<file path="src/rtl/cpu_sequencer.sv">
`default_nettype none
// ============================================================================
// Module   : cpu_sequencer
// Brief    : Instruction-phase generator with run/stop/single-step debug
//            control, PC breakpoint, HALT detection and a saturating
//            retired-instruction counter. Drives the control decoder phase
//            and the datapath clock-enable.
// Revision : 1.0 - initial release
// ============================================================================
module cpu_sequencer #(
    parameter int AWIDTH       = 5,
    parameter int CNTW         = 16,
    parameter int RUN_ON_RESET = 1
) (
    input  logic              clk,
    input  logic              rst,
    input  logic              halt,
    input  logic [AWIDTH-1:0] pc_addr,
    input  logic              run_req,
    input  logic              stop_req,
    input  logic              step_req,
    input  logic              bp_en,
    input  logic [AWIDTH-1:0] bp_addr,
    output logic [2:0]        phase,
    output logic              cpu_en,
    output logic              running,
    output logic              halted,
    output logic              bp_hit,
    output logic [CNTW-1:0]   instr_count
);

    localparam logic [1:0]      c_S_IDLE    = 2'd0;
    localparam logic [1:0]      c_S_RUN     = 2'd1;
    localparam logic [1:0]      c_S_STEP    = 2'd2;
    localparam logic [1:0]      c_S_HALTED  = 2'd3;

    localparam logic [2:0]      c_PH_FIRST  = 3'd0;
    localparam logic [2:0]      c_PH_SKIP   = 3'd1;
    localparam logic [2:0]      c_PH_HALT   = 3'd4;
    localparam logic [2:0]      c_PH_LAST   = 3'd7;

    localparam logic [CNTW-1:0] c_CNT_MAX   = {CNTW{1'b1}};

    logic [1:0]      r_state;
    logic [2:0]      r_phase;
    logic            r_halted;
    logic            r_bp_hit;
    logic [CNTW-1:0] r_count;
    logic            r_stop_pend;
    logic            r_bp_skip;
    logic            r_boot;      // high for the first clock after reset release

    logic            w_active;
    logic            w_halt_take;
    logic            w_bp_take;

    // Datapath is enabled only while an instruction is actually executing
    assign w_active    = (r_state == c_S_RUN) || (r_state == c_S_STEP);

    // HALT is only meaningful in the decode phase of an executing instruction
    assign w_halt_take = w_active && halt && (r_phase == c_PH_HALT);

    // Breakpoint fires before the instruction at bp_addr starts, unless we are
    // resuming from that very breakpoint
    assign w_bp_take   = w_active && bp_en && (r_phase == c_PH_FIRST) &&
                         (pc_addr == bp_addr) && !r_bp_skip;

    // Sequencer state, phase counter, sticky flags and retired-instruction count
    always_ff @(posedge clk or posedge rst) begin
        if (rst) begin
            r_state     <= c_S_IDLE;
            r_phase     <= 3'd0;
            r_halted    <= 1'b0;
            r_bp_hit    <= 1'b0;
            r_count     <= '0;
            r_stop_pend <= 1'b0;
            r_bp_skip   <= 1'b0;
            r_boot      <= 1'b1;
        end else begin
            r_boot <= 1'b0;
            case (r_state)
                c_S_IDLE: begin
                    r_phase <= 3'd0;
                    if ((r_boot && (RUN_ON_RESET != 0)) || run_req) begin
                        r_state     <= c_S_RUN;
                        r_bp_hit    <= 1'b0;
                        r_stop_pend <= 1'b0;
                        r_bp_skip   <= r_bp_hit;
                    end else if (step_req) begin
                        r_state     <= c_S_STEP;
                        r_bp_hit    <= 1'b0;
                        r_stop_pend <= 1'b0;
                        r_bp_skip   <= r_bp_hit;
                    end
                end

                c_S_HALTED: begin
                    r_phase <= 3'd0;
                    if (run_req) begin
                        r_state  <= c_S_RUN;
                        r_halted <= 1'b0;
                    end else if (step_req) begin
                        r_state  <= c_S_STEP;
                        r_halted <= 1'b0;
                    end
                end

                c_S_RUN, c_S_STEP: begin
                    if (w_halt_take) begin
                        // HALT outranks stop, breakpoint and step completion
                        r_state     <= c_S_HALTED;
                        r_halted    <= 1'b1;
                        r_phase     <= 3'd0;
                        r_stop_pend <= 1'b0;
                    end else if (w_bp_take) begin
                        // Stop without advancing; the instruction is not run
                        r_state     <= c_S_IDLE;
                        r_bp_hit    <= 1'b1;
                        r_phase     <= 3'd0;
                        r_stop_pend <= 1'b0;
                    end else begin
                        r_phase <= r_phase + 3'd1;
                        if (r_phase == c_PH_SKIP) begin
                            r_bp_skip <= 1'b0;
                        end
                        if ((r_state == c_S_RUN) && stop_req) begin
                            r_stop_pend <= 1'b1;
                        end
                        if (r_phase == c_PH_LAST) begin
                            if (r_count != c_CNT_MAX) begin
                                r_count <= r_count + CNTW'(1);
                            end
                            if ((r_state == c_S_STEP) || r_stop_pend) begin
                                r_state     <= c_S_IDLE;
                                r_stop_pend <= 1'b0;
                                r_phase     <= 3'd0;
                            end
                        end
                    end
                end

                default: begin
                    r_state <= c_S_IDLE;
                    r_phase <= 3'd0;
                end
            endcase
        end
    end

    assign phase       = r_phase;
    assign cpu_en      = w_active;
    assign running     = w_active;
    assign halted      = r_halted;
    assign bp_hit      = r_bp_hit;
    assign instr_count = r_count;

endmodule
`default_nettype wire
</file>
<file path="config.mk">
export PLATFORM = sky130hd
export DESIGN_NAME = cpu_sequencer
export DESIGN_NICKNAME = d
export VERILOG_FILES = /design/src/rtl/cpu_sequencer.sv
export SDC_FILE = /design/constraint.sdc
export NUM_CORES = 1
export LEC_CHECK = 0
export CORE_MARGIN = 1.5
export CORE_UTILIZATION = 43
export DETAILED_ROUTE_END_ITERATION = 10
export PLACE_DENSITY = 0.75
export SETUP_SLACK_MARGIN = 0.02
export SLEW_MARGIN = 30
export SYNTH_ARGS = -nofsm -noshare
export SYNTH_HDL_FRONTEND = slang
export SYNTH_SLANG_ARGS = --single-unit
</file>
<file path="constraint.sdc">
create_clock -name clk -period 2.3 [get_ports clk]
set_clock_uncertainty 0.05 [all_clocks]
set_input_delay 0.46 -clock clk [delete_from_list [all_inputs] [get_ports clk]]
set_output_delay 0.46 -clock clk [all_outputs]
set_load 0.01 [all_outputs]
</file>
==> impl_metrics.tcl <==
set metrics [dict create \
    final_common_cell "clkdlybuf4s50_1" \
    grt_start_max_net_pins 27 \
    drive_above_1_share_pct 12.9 \
    drc_errors 0 \
    critical_path_required_ps 2450 \
    ys_ff_latch 26 \
    dp.cells 225 \
    finalCritPeriodShare_pct 95.7 \
    start_util_pct 44.2 \
    path_clk_slew_ps 140 \
    first_pass_iters 4 \
    start_kind "input port" \
    core_area_mm2 0.00331 \
    timing.fmax_mhz 454 \
    ys.flop_type "dfrtp_1" \
    synth_top_area_share_pct 42.7 \
    clock-sinks 26 \
    netlist_area_mm2 0.00146 \
    p_leak_nw 0.874 \
    dieArea_mm2 0.00376 \
    cts_tree "done" \
    ant_nets 0 \
    yosysUniqueCellTypes 38 \
    synth.largest_area_cell "dfrtp_1" \
    rows 21 \
    root_buffer "clkbuf_4" \
    die_w_um 61.3 \
    rsz0062_at_grt "false" \
    postSynth.asyncResetShare_pct 100 \
    die_h_um 61.3 \
    numCtsBuffers 3 \
    grt_use_total_pct 17.4 \
    syn2layout_area_growth_pct 37.0 \
    crit_type "in2reg" \
    layout_common_cells "clkdlybuf4s50_1, dfrtp_1, xnor2_1, nor2_1, nand3_1" \
    syn_nets 164 \
    cp_max_fo 8 \
    maxCapViolations 0 \
    setup_viol 0 \
    clk_path_buf_depth 2 \
    status "finished, final reports clean" \
    layoutNonFillerInstCount 232 \
    syn_avg_cell_area_um2 10.6 \
    p_per_area_mw_per_mm2 745 \
    whs_ps 434 \
    wire_per_inst_um 13.6 \
    first_iter_violations 48 \
    via_count 1185 \
    ff2ff_setup_slack_ps 130 \
    insertedDiodeCount 0 \
    grt_first_pass_wirelength_um 5030 \
    tns_ps 0 \
    peakVddDrop_v 0.000254 \
    grt_overflow_total 0 \
    fin_crit_ps 2200 \
    synth_edf_count 0 \
    final_net_count 213 \
    avgViaCountPerCell 5.11 \
    n_fill_cell 320 \
    hold_path_class "in2async" \
    ys_warn_count 0 \
    end_kind "flip-flop" \
    io_buffers 39 \
    pre_cts_slack_ps -236 \
    final_hold_viol_count 0 \
    synth-seq-area-share_pct 44.5 \
    ioPinCount 40 \
    hpwl_um 2410 \
    grt_antenna_before_repair 0 \
    maxSlewViolCount 0 \
    clk_latency_ps 310 \
    grt_pass1_vias 1211 \
    wirelength_um 3150 \
    worst_slack_ps 98.4 \
    synth_area_leaders "dfrtp_1, xnor2_1, ha_1, xor2_1, nand3_1" \
    cp_data_arrival_time_ps 2350 \
    synth_cells 138 \
    place.gp.congestion 0.889 \
    htreeDepth 1 \
]
[report_power, final]
group          internal [mW]  switching, mW  leakage [nW]
combinational          0.365          0.372         0.507
clock                 0.0675          0.125        0.0150
sequential             0.520         0.0450         0.352
[cell usage after synthesis (all sizes together), types with 3 or more instances]
master / instances
nand3: 10
inv: 8
nand2: 5
nor3: 4
dfrtp: 25
xor2: 6
buf: 3
a21oi: 7
ha: 9
nor2: 11
and3: 5
nand4: 9
xnor2: 13
[worst paths after layout]
path                                   to      startpoint  cells past startpoint
min                              phase[1]             rst                      3
max                        instr_count[1]      bp_addr[2]                      7
max in group asynchronous          r_boot             rst                      3
min in group clk           instr_count[5]  instr_count[5]                      1
max reg2reg                instr_count[1]        phase[1]                      8
min reg2reg                instr_count[5]  instr_count[5]                      1
[per-layer routing]
metal | GRT usage (%) | share of wire, % | wire length [um]
met1 | 23.2 | 45 | 1410
met2 | 30.4 | 49 | 1560
met3 | 2.73 | 5.9 | 186
met4 | 3.34 | 0 | 0
met5 | 0 | 0 | 0
[state kept, by name (all words and copies together) (netlist names)]
| signal | cells |
|---|---|
| r_state | 2 |
| halted | 1 |
| instr_count | 16 |
| r_stop_pend | 1 |
| bp_hit | 1 |
| r_boot | 1 |
| phase | 3 |
| r_bp_skip | 1 |
[kinds of logic (layout without fill, tap and decap cells)]
family / count (synthesis) / count (layout) / synth area share (%)
buf+inv: 11 / 59 / 3.68
compound gates: 16 / 16 / 7.18
mux: 2 / 2 / 1.79
fa+ha+maj: 9 / 9 / 7.69
other cells: 1 / 1 / 0.256
flops: 26 / 26 / 44.5
xor+xnor: 19 / 19 / 11.4
simple gates: 54 / 54 / 23.5
[critical path, cell delays in order]
cell and delay [ps]:
clkdlybuf4s50_1 420, xor2_1 170, or4_4 520, nor4_4 230, buf_6 170, nor3b_4 70, mux2_4 310
[stage by stage]
step	util (%)	total power, mW	instance area, um2
2_1_floorplan	-	1.06	1490
3_3_place_gp	58.7	1.27	1940
3_5_place_dp	58.7	1.30	1940
4_1_cts	59.9	1.51	1980
5_1_grt	60.6	1.61	2010
6_report	60.6	1.49	2010
[cell type report]
type / instances / area, um2 / area share [%]
Timing Repair Buffer: 47 / 459 / 22.9
Multi-Input combinational cell: 101 / 781 / 38.9
Inverter: 8 / 30.0 / 1.50
Tap cell: 46 / 57.6 / 2.87
Clock buffer: 4 / 26.3 / 1.31
Sequential cell: 26 / 652 / 32.5
[repair_timing]
item / in CTS / in global routing
hold buffers: 0 / 0
buffers inserted: 2 / 1
hold endpoints to repair: 0 / 0
setup endpoints to repair: 2 / 4
resized for setup: 0 / 4
(Power assumes the default switching activity.)
==> RTL change: new RTL, same settings <==
Make the reset (`rst`) synchronous in one clocked block.
--- a/src/rtl/cpu_sequencer.sv
+++ b/src/rtl/cpu_sequencer.sv
@@ -67,5 +67,5 @@
 
     // Sequencer state, phase counter, sticky flags and retired-instruction count
-    always_ff @(posedge clk or posedge rst) begin
+    always_ff @(posedge clk) begin
         if (rst) begin
             r_state     <= c_S_IDLE;
Function: differs if rst is asserted again (counterexample within 4 cycles, from zero or initial values and one cycle with rst high); with rst held inactive, the same outputs for 10 cycles.
==> RTL change against the unedited design <==
Area after synthesis is 1.5% lower; setup slack improved by 0.095 ns; total power up 0.82%; final cell count up 9.9%; first-iteration DRC count is the same; sequential cell count stayed put; final area decreased by 1.0%; sequential share of layout area shrank 6.2 points; combinational power shrank 6.5%; synthesized cell count grew 20%; wire length is 5.6% higher; fmax grew 4.5%; critical path type is now reg -> out.
==> RTL change: results (changes against the unedited design) <==
Parameter                              Value

Outcome
  Status ... finished clean

Critical path
  Worst Setup Start Kind ... flop
  Worst setup slack for register-to-register paths ... 0.21 ns (+0.08 ns)
  Cell class contributing the biggest share of worst-path delay ... buffers and inverters
  Worst EP arrival ... 1.60 ns (-0.75 ns)
  Crit path max-delay cell type ... sky130_fd_sc_hd__clkdlybuf4s50_1
  CP max FO ... 5 (-3)
  Crit Reg-Reg Endpoint ... instr_count[5]$_SDFFE_PP0P_
  Capture point of the critical path ... cpu_en
  Path depth of the worst reg2reg path ... 9 (+1)
  Reg2reg start ... r_state[1]$_SDFFE_PP0P_

Global routing
  Met2 capacity usage during global routing ... 0.350 (+0.0463)
  Global-route wire length before repair ... 5.49 mm (+9.0%)
  Met3 track demand over resource ... 0.0320 (+0.00467)
  Maximum number of pins on one net before global-route repair ... 17 (-37%)
  Global routing usage on met1 ... 0.233 (+0.00187)
  Global-route usage over all layers ... 0.194 (+0.0195)

Placed design
  Place WS ... 0.0411 ns (+0.277 ns)
  Placed wire-length estimate after detailed placement ... 2.51 mm (+4.2%)
  Area post-placement ... 1910 sq um (-1.7%)
  Cell Count Post-Placement ... 250 (+11%)
  Last weighted congestion value of the routability-driven placer ... 0.800 (-10%)

Synth
  Per-instance average area after synthesis ... 8.69 sq um (-18%)
  Synth Area in XOR/XNOR ... 0.109 (-0.00440)
  Post-synthesis adder-cell area fraction ... 0.0781 (+0.00113)
  Mux share of post-synthesis cell area ... 0.0173 (-0.000603)
  Async SR Flop Fraction ... 0 (-1.00)
  Synth Net Count ... 192 (+17%)
  Unique masters post-synth ... 41 (+7.9%)
  Sequential cell area fraction in the yosys report ... 0.361 (-0.0845)
  Synth top cells by count ... 27 x sky130_fd_sc_hd__nor2_1, 26 x sky130_fd_sc_hd__dfxtp_1, 18 x sky130_fd_sc_hd__xnor2_1

Finish
  Final non-clock buffer share ... 0.228 (-0.000842)
  Multi-input gate area ... 861 sq um (+10%)
  Clock buffer count in the final layout ... 3 (-1)
  Clock network contribution to total cell area ... 0.0265 (+0.0134)
  Fraction of area in registers ... 0.263 (-0.0616)
  Non-clk invs ... 11 (+3)
  Share of layout cells above drive strength 1 ... 0.123 (-0.00581)
  Post-synthesis to final-layout area growth ... 37.6%
  Multi-Input Combinational ... 123 (+22%)
  Flip-flop count of the largest register after layout ... 16 (unchanged)
  Num sequential ... 26 (unchanged)
  Fill cell instance count of the final layout ... 281 (-12%)

Clocking
  Worst skew pair latency ... 0.32 ns

Power and ir drop
  Largest vdd supply drop ... 424 uV (+67%)
  Static Leakage ... 0.713 nW (-18%)

Route
  Detailed Route WL ... 3.33 mm (+5.6%)
  Max layer used ... met4
  Routed length on met1 ... 1.52 mm (+7.8%)
  Detailed-route via count ... 1341 (+13%)
  Detail Route met2 WL ... 1.70 mm (+9.3%)

STA
  Clock period minus worst slack ... 2.11 ns (-0.0954 ns)

Floorplanning
  Area enclosed by the die boundary ... 3710 sq um (-1.4%)

Min path
  Tightest Hold Check Type ... reg -> reg
[RTL change: changes by cell type in the layout (fill, tap and decap cells not counted), moves of 3 or more]
cell / unedited run / this run
sky130_fd_sc_hd__inv_1: 6 / 11
sky130_fd_sc_hd__nor3_1: 3 / 11
sky130_fd_sc_hd__xor2_1: 6 / 0
sky130_fd_sc_hd__nor4_1: 0 / 5
sky130_fd_sc_hd__dfxtp_1: 0 / 24
sky130_fd_sc_hd__dfrtp_1: 25 / 0
sky130_fd_sc_hd__nand4_1: 8 / 4
sky130_fd_sc_hd__nor2_1: 11 / 27
sky130_fd_sc_hd__xnor2_1: 13 / 18
sky130_fd_sc_hd__and3_1: 4 / 1
[RTL change: timing repair]
action	in CTS	in global routing
resized for setup	2	2
pin swaps	0	0
buffers inserted	1	0
endpoints found under the setup margin	2	1
[RTL change: report_power, final]
part | total [W] | switching, W | internal, W
clock network | 0.000316 | 0.000140 | 0.000176
logic | 0.000689 | 0.000364 | 0.000325
registers | 0.000502 | 0.0000201 | 0.000482
total | 0.00151 | 0.000524 | 0.000983
[RTL change: worst min-delay path by stage]
stage | startpoint | endpoint | slack [ns] | cells after the start
2_1_floorplan | r_bp_skip$_SDFFE_PP0P_ | r_bp_skip$_SDFFE_PP0P_ | 0.43 | 2
3_3_place_gp | halted$_SDFFE_PP0P_ | halted$_SDFFE_PP0P_ | 0.43 | 2
3_5_place_dp | halted$_SDFFE_PP0P_ | halted$_SDFFE_PP0P_ | 0.44 | 2
4_1_cts | halted$_SDFFE_PP0P_ | halted$_SDFFE_PP0P_ | 0.46 | 2
5_1_grt | halted$_SDFFE_PP0P_ | halted$_SDFFE_PP0P_ | 0.48 | 2
6_report | halted$_SDFFE_PP0P_ | halted$_SDFFE_PP0P_ | 0.45 | 2
